`config.mk`:
```
export PLATFORM = sky130hd
export DESIGN_NAME = hsv_mode_ctrl
export DESIGN_NICKNAME = d
export VERILOG_FILES = /design/src/rtl/hsv_ctrl_pkg.sv /design/src/rtl/btn_debounce.sv /design/src/rtl/hsv_mode_ctrl.sv
export SDC_FILE = /design/constraint.sdc
export NUM_CORES = 1
export LEC_CHECK = 0
export CAP_MARGIN = 20
export CORE_ASPECT_RATIO = 0.9
export CORE_MARGIN = 2
export CORE_UTILIZATION = 55
export CTS_CLUSTER_DIAMETER = 120
export DETAILED_ROUTE_END_ITERATION = 10
export PLACE_DENSITY_LB_ADDON = 0.3
export SETUP_SLACK_MARGIN = 0.1
export SLEW_MARGIN = 25
export SYNTH_ARGS = -nofsm -noshare
export SYNTH_HDL_FRONTEND = slang
export SYNTH_HIERARCHICAL = 1
export SYNTH_SLANG_ARGS = --single-unit
export TNS_END_PERCENT = 20
```
`constraint.sdc`:
```
create_clock -name clk -period 7.3 [get_ports clk]
set_input_delay 1.825 -clock clk [delete_from_list [all_inputs] [get_ports clk]]
set_output_delay 1.825 -clock clk [all_outputs]
set_load 0.05 [all_outputs]
```
`src/rtl/hsv_ctrl_pkg.sv`:
```
// Shared mode/target codes and default timing for the HSV button controller.
// Imported by btn_debounce and hsv_mode_ctrl.
package hsv_ctrl_pkg;

  typedef enum logic [3:0] {
    MODE_OFF      = 4'd0,
    MODE_HUE_SLOW = 4'd1,
    MODE_HUE_FAST = 4'd2,
    MODE_HUE_ADJ  = 4'd3,
    MODE_VAL_ADJ  = 4'd4,
    MODE_SAT_ADJ  = 4'd5
  } mode_e;

  typedef enum logic [1:0] {
    TGT_NONE = 2'd0,
    TGT_HUE  = 2'd1,
    TGT_VAL  = 2'd2,
    TGT_SAT  = 2'd3
  } tgt_e;

  localparam int DEF_DEB_CYCLES = 200000;
  localparam int DEF_P_SLOW     = 9999999;
  localparam int DEF_P_FAST     = 499999;
  localparam int DEF_P_MED      = 999999;
  localparam int CNT_W          = 24;

  // Out-of-range codes (6..15) wrap to OFF like mode 5 does.
  function automatic logic [3:0] mode_next(input logic [3:0] m);
    return (m >= MODE_SAT_ADJ) ? MODE_OFF : m + 4'd1;
  endfunction

endpackage

```
`src/rtl/btn_debounce.sv`:
```
// Two-flop synchronizer plus stable-time debounce for one raw button.
// Ports: clk, reset (sync, active-high), btn_i raw input, level_o debounced level.
module btn_debounce
  import hsv_ctrl_pkg::*;
#(
  parameter int DEB_CYCLES = DEF_DEB_CYCLES
) (
  input  logic clk,
  input  logic reset,
  input  logic btn_i,
  output logic level_o
);

  localparam int CW = (DEB_CYCLES > 1) ? $clog2(DEB_CYCLES) : 1;
  localparam logic [CW-1:0] CNT_LAST = CW'(DEB_CYCLES - 1);

  logic          s1_q, s2_q;
  logic [1:0]    vld_q, vld_d;
  logic          arm_q, arm_d;
  logic          lvl_q, lvl_d;
  logic          in_eff;
  logic [CW-1:0] cnt_q, cnt_d;

  // A button held through reset stays masked until it is seen released
  // once the synchronizer has refilled.
  always_comb begin
    vld_d  = {vld_q[0], 1'b1};
    arm_d  = arm_q | (vld_q[1] & ~s2_q);
    in_eff = s2_q & arm_q;
    lvl_d  = lvl_q;
    cnt_d  = '0;
    if (in_eff != lvl_q) begin
      if (cnt_q == CNT_LAST) begin
        lvl_d = in_eff;
      end else begin
        cnt_d = cnt_q + 1'b1;
      end
    end
  end

  always_ff @(posedge clk) begin
    if (reset) begin
      s1_q  <= 1'b0;
      s2_q  <= 1'b0;
      vld_q <= '0;
      arm_q <= 1'b0;
      lvl_q <= 1'b0;
      cnt_q <= '0;
    end else begin
      s1_q  <= btn_i;
      s2_q  <= s1_q;
      vld_q <= vld_d;
      arm_q <= arm_d;
      lvl_q <= lvl_d;
      cnt_q <= cnt_d;
    end
  end

  assign level_o = lvl_q;

endmodule

```
`src/rtl/hsv_mode_ctrl.sv`:
```
// Mode sequencer and step-rate generator for the HSV colour datapath.
// Ports: clk, reset, btn_mode/btn_adj/dir_sw raw in; mode, mode_chg, step, step_dir, step_tgt, adj_led out.
module hsv_mode_ctrl
  import hsv_ctrl_pkg::*;
#(
  parameter int DEB_CYCLES = DEF_DEB_CYCLES,
  parameter int P_SLOW     = DEF_P_SLOW,
  parameter int P_FAST     = DEF_P_FAST,
  parameter int P_MED      = DEF_P_MED
) (
  input  logic       clk,
  input  logic       reset,
  input  logic       btn_mode,
  input  logic       btn_adj,
  input  logic       dir_sw,
  output logic [3:0] mode,
  output logic       mode_chg,
  output logic       step,
  output logic       step_dir,
  output logic [1:0] step_tgt,
  output logic       adj_led
);

  localparam logic [CNT_W-1:0] PER_SLOW = CNT_W'(P_SLOW);
  localparam logic [CNT_W-1:0] PER_FAST = CNT_W'(P_FAST);
  localparam logic [CNT_W-1:0] PER_MED  = CNT_W'(P_MED);

  logic             mode_db, adj_db;
  logic             dir_s1_q, dir_s2_q;
  logic             prev_q;
  logic [3:0]       mode_q, mode_d;
  logic             chg_q, chg_d;
  logic             step_q, step_d;
  logic             dir_q, dir_d;
  logic [CNT_W-1:0] cnt_q, cnt_d;
  logic [CNT_W-1:0] per;
  logic             rise, free_run, adj_mode;
  logic             run, fire, dir_val;
  tgt_e             tgt;

  btn_debounce #(.DEB_CYCLES(DEB_CYCLES)) u_deb_mode (
    .clk     (clk),
    .reset   (reset),
    .btn_i   (btn_mode),
    .level_o (mode_db)
  );

  btn_debounce #(.DEB_CYCLES(DEB_CYCLES)) u_deb_adj (
    .clk     (clk),
    .reset   (reset),
    .btn_i   (btn_adj),
    .level_o (adj_db)
  );

  always_comb begin
    per      = '0;
    free_run = 1'b0;
    adj_mode = 1'b0;
    tgt      = TGT_NONE;
    unique case (mode_q)
      MODE_HUE_SLOW: begin
        per = PER_SLOW; free_run = 1'b1; tgt = TGT_HUE;
      end
      MODE_HUE_FAST: begin
        per = PER_FAST; free_run = 1'b1; tgt = TGT_HUE;
      end
      MODE_HUE_ADJ: begin
        per = PER_FAST; adj_mode = 1'b1; tgt = TGT_HUE;
      end
      MODE_VAL_ADJ: begin
        per = PER_MED; adj_mode = 1'b1; tgt = TGT_VAL;
      end
      MODE_SAT_ADJ: begin
        per = PER_MED; adj_mode = 1'b1; tgt = TGT_SAT;
      end
      default: ;
    endcase
  end

  always_comb begin
    rise    = mode_db & ~prev_q;
    mode_d  = mode_q;
    chg_d   = 1'b0;
    if (rise) begin
      mode_d = mode_next(mode_q);
      chg_d  = 1'b1;
    end
    run     = free_run | (adj_mode & adj_db);
    dir_val = adj_mode ? ~dir_s2_q : 1'b1;
    fire    = 1'b0;
    cnt_d   = '0;
    // A mode edge clears the counter and swallows a coincident step.
    if (!rise && run) begin
      if (cnt_q == per) begin
        fire = 1'b1;
      end else begin
        cnt_d = cnt_q + 1'b1;
      end
    end
    step_d = fire & ~step_q;
    dir_d  = step_d & dir_val;
  end

  always_ff @(posedge clk) begin
    if (reset) begin
      dir_s1_q <= 1'b0;
      dir_s2_q <= 1'b0;
      prev_q   <= 1'b0;
      mode_q   <= MODE_OFF;
      chg_q    <= 1'b0;
      step_q   <= 1'b0;
      dir_q    <= 1'b0;
      cnt_q    <= '0;
    end else begin
      dir_s1_q <= dir_sw;
      dir_s2_q <= dir_s1_q;
      prev_q   <= mode_db;
      mode_q   <= mode_d;
      chg_q    <= chg_d;
      step_q   <= step_d;
      dir_q    <= dir_d;
      cnt_q    <= cnt_d;
    end
  end

  assign mode     = mode_q;
  assign mode_chg = chg_q;
  assign step     = step_q;
  assign step_dir = dir_q;
  assign step_tgt = tgt;
  assign adj_led  = adj_mode & adj_db;

endmodule

```
# Yosys cells after proc, flatten, opt, wreduce, memory -nomap -nowiden
# Cells that the tools add are included.
# classes
n_eq_ne	10
bitwise	19
n_addsub	4
n_reduce_logical	12
n_lt_le_gt_ge	1
mux	11
# ops
cell	count
$pmux 24 s3	1
$add 18x1->18 const B	2
$eq 18x18->1 const B	2
$add 24x1->24 const B	1
$eq 24x24->1	1
$reduce_or 3->1	5
$and 1x1->1	8
$eq 4x2->1 const B	2
$eq 4x3->1 const B	2
$mux 1	8
$not 1->1	8
$pmux 2 s3	1
$reduce_or 2->1	3
$add 4x1->4 const B	1
$eq 4x1->1 const B	1
$ge 4x3->1 const B	1
$mux 4	1
$reduce_and 2->1	2
$or 1x1->1	3
$ne 1x1->1	2
$logic_and 1x1->1	1
$logic_not 1->1	1
# totals
reg_bits	82
elab_cells	79

# Logic depth before layout (Yosys ltp)
# logic_depth
depth_word	9
depth_mapped	9
depth_no_buf	7

# Hierarchy
# The synthesis kept the hierarchy.
# modules_own_cells
mod	seq_area_each_um2	n_inst	area_each_um2	cells_each
btn_debounce	480.5	2	1039.7	113
hsv_mode_ctrl	680.7	1	1805.5	209

# Least setup slack after synthesis
# OpenSTA, ideal clock, no wires.
# synth_path
kind	register to output
startpoint	register mode_q[0], in the netlist mode[0]
endpoint	output adj_led
required_time_ns	5.475
slack_ns	2.391
path_stages_with_launch	5
arrival_time_ns	3.084
path_buffers	1
cell_sequence	dfxtp_1 ha_1 clkbuf_1 nor3b_1 nor4b_1
# synth_via
elab_chain_cells	4
word_cells_on_any_way	6
# synth_rtl
item	line	source
start: declaration	hsv_mode_ctrl.sv:31	logic [3:0] mode_q, mode_d;
start signal: assignment	hsv_mode_ctrl.sv:118	mode_q <= mode_d;
$eq 4x3->1 or $eq 4x2->1 (tied branches)	hsv_mode_ctrl.sv:60	unique case (mode_q)
$reduce_or 3->1 (no source line) (*)	n/a	
$mux 1 (*)	hsv_mode_ctrl.sv:60	
$and 1x1->1 (*)	hsv_mode_ctrl.sv:131	assign adj_led = adj_mode & adj_db;
end: declaration	hsv_mode_ctrl.sv:21	output logic adj_led
# Mark *: on every way between the ends. The rest lies on a longest branch, timed or not.

# Final worst setup path
# Same ends and word-level chain as after synthesis.

==> flow_summary.json <==
{
  "gp_congestion": 0.834,
  "crit_family": "buffers and inverters",
  "ios": 15,
  "cap_violations": 0,
  "maxSlewHeadroom": 0.473,
  "cp.required_ps": 5480,
  "syn_area_sq_um": 3880,
  "routed.top_layer": "met4",
  "cp.arrival_ps": 2710,
  "rsz0062_at_grt": "false",
  "status": "completed",
  "multi_input_area_sq_um": 2140,
  "cts_made_buffers": 9,
  "rows": 29,
  "met2WireLength_um": 3430,
  "yosysUniqueCellTypes": 46,
  "path_buf_inv": 1,
  "wl_per_cell_um": 13.7,
  "maxSlewViolCount": 0,
  "clk_pin_slew_ps": 80,
  "period_share": 0.621,
  "path_depth": 4,
  "holdBufCountCts": 0,
  "core_sq_um": 6930,
  "synth_edf_count": 0,
  "regArea_sq_um": 1640,
  "clock-skew-final_ps": 7.87,
  "wl_met3_um": 260,
  "cts_resized": 0,
  "grt_pass1_wl_um": 13100,
  "cts_max_level": 3,
  "dr_total_vias": 3087,
  "cts.sinks": 82,
  "seq_area_frac_synth": 0.423,
  "setup_tns_ps": 0,
  "hpwl_um": 5210,
  "p_leak_nw": 1.32,
  "fin_util": 0.616,
  "r2r_cells": 8,
  "async_flop_share": 0,
  "grt-ovfl-total": 0,
  "clock_latency_ps": 350,
  "die_w_um": 92.6,
  "setup_violations": 0,
  "post-route-drc-count": 0,
  "cp_max_fo": 9,
  "final_nets": 461,
  "met1_length_um": 3660,
  "final_antenna_net_count": 0,
  "syn_nets": 447,
  "synthCells": 435,
  "max_stage_delay_ps": 910,
  "diodes": 0,
  "worstHoldPathCells": 1,
  "ys_ff_latch": 82,
  "grt_max_degree": 24,
  "postCtsSetupBuffers": 0,
  "crit_slowest_cell": "clkdlybuf4s50_1",
  "drive_above_1_share": 0.0881,
  "cts_buffer_depth": 2,
  "r2r_slack_ps": 4160,
  "groute.usage.overall": 0.210,
  "ys.flop_type": "dfxtp_1",
  "wirelength_um": 7470,
  "pwr_density_cell_nw_per_um2": 175,
  "fp.dieH_um": 83.7,
  "yosysWarnings": 6,
  "first_pass_iters": 4,
  "irDropWorstVdd_v": 0.000115,
  "crit_path_end_kind": "primary output",
  "root_buffer": "clkbuf_8",
  "crit_type": "reg2out",
  "drt_iter0_markers": 137,
  "fillers": 637,
  "period_needed_ps": 4530,
  "area_delta_synth_final_pct": 9.92,
  "tightest_slew_ps": 790,
  "dieArea_sq_um": 7750,
  "layout_commonest_cell": "dfxtp_1",
  "clock.fmax_mhz": 221,
  "cp-start-kind": "register",
  "vias_per_cell": 5.64,
  "grt_pass1_vias": 2893,
  "most-common-layout-cells": "dfxtp_1 (82), nor2_1 (61), nand3_1 (30)",
  "hold_viol": 0,
  "hold_class": "reg2reg",
  "path_cells": "ha_1 > nor3b_1 > nor4b_1 > clkdlybuf4s50_1",
  "syn_avg_cell_area_sq_um": 8.93,
  "io_buffer_count": 14,
  "cts_tree": "yes",
  "antenna_found_initial": 0,
  "start_util": 0.561
}
state kept, by name (all words and copies together) (netlist names), 2 cells and up:
name / flops
mode: 4
u_deb_adj/vld_q: 2
u_deb_mode/cnt_q: 18
u_deb_adj/cnt_q: 18
cnt_q: 24
u_deb_mode/vld_q: 2
stage by stage:
step                hold WS, ps  instance area [sq um]  setup slack, ps  total power [mW]  std cells
global route                457                   4270             2520             0.779        547
detailed placement          426                   4100             3140             0.471        531
floorplan                   392                   3880             2390             0.466        435
finish                      437                   4270             2770             0.749        547
CTS                         447                   4270             2710             0.758        547
global placement            403                   4090             3170             0.471        530
cells by family after synthesis:
group                      count (synthesis)  share of synthesized area
buffers and inverters                     25                     0.0293
AOI/OAI and AO/OA                         61                      0.116
and+or+nand+nor                          211                      0.299
xor gates and xnor gates                  49                      0.110
DFF                                       82                      0.423
adders and majority gates                  7                     0.0225
path summary, 6_finish.rpt:
check | startpoint | endpoint
setup reg to reg | mode[1] | step_dir
setup / recovery | mode[0] | adj_led
hold reg to reg | prev_q | mode_chg
hold / removal | prev_q | mode_chg
metal layers:
layer | up-vias | track usage
li1 | 1582 | -
met1 | 1445 | 0.279
met2 | 48 | 0.327
met3 | 12 | 0.0587
met4 | 0 | 0.0746
met5 | - | 0
report_power, final:
group	total [mW]	switching (mW)	internal, mW
clock	0.289	0.165	0.123
sequential	0.452	0.00197	0.450
combinational	0.00807	0.00402	0.00405
total	0.749	0.171	0.578
cell usage after synthesis (2+ instances only):
master     number  area (sq um)
o21ai_0        10          50.1
nor3_1         14          70.1
buf_4           3          22.5
and3_1          8          50.1
nand2b_1        5          31.3
nor2b_1        11          68.8
or3_1           7          43.8
a21oi_1        13          65.1
clkbuf_1        9          33.8
a211oi_1       18           135
nand4_2         2          25.0
nand2_1        19          71.3
inv_1          11          41.3
nor3b_1         3          22.5
nand4_1         8          50.1
o31ai_1         4          30.0
a21oi_2         2          17.5
o21ai_4         2          32.5
and2_1          4          25.0
nand4bb_1       2          22.5
or2_2           3          18.8
o31a_1          3          26.3
xnor2_1        25           219
dfxtp_1        82          1640
nand3_1        30           150
nand3_4         2          35.0
ha_1            7          87.6
nor2_1         61           229
nand3b_1        2          15.0
and4_1          4          35.0
xor2_1         24           210
and3_2          2          15.0
or4_4           5          56.3
or4_1           5          37.5
nor4_1         13          81.3
a21bo_2         2          20.0
layout make-up:
type                            instances  share of cell area
Clock inverter                          6              0.0103
Inverter                               11             0.00967
Sequential cell                        82               0.384
Multi-Input combinational cell        328               0.500
Timing Repair Buffer                   17              0.0381
Clock buffer                           10              0.0299
Tap cell                               93              0.0272
(Power assumes the default switching activity.)
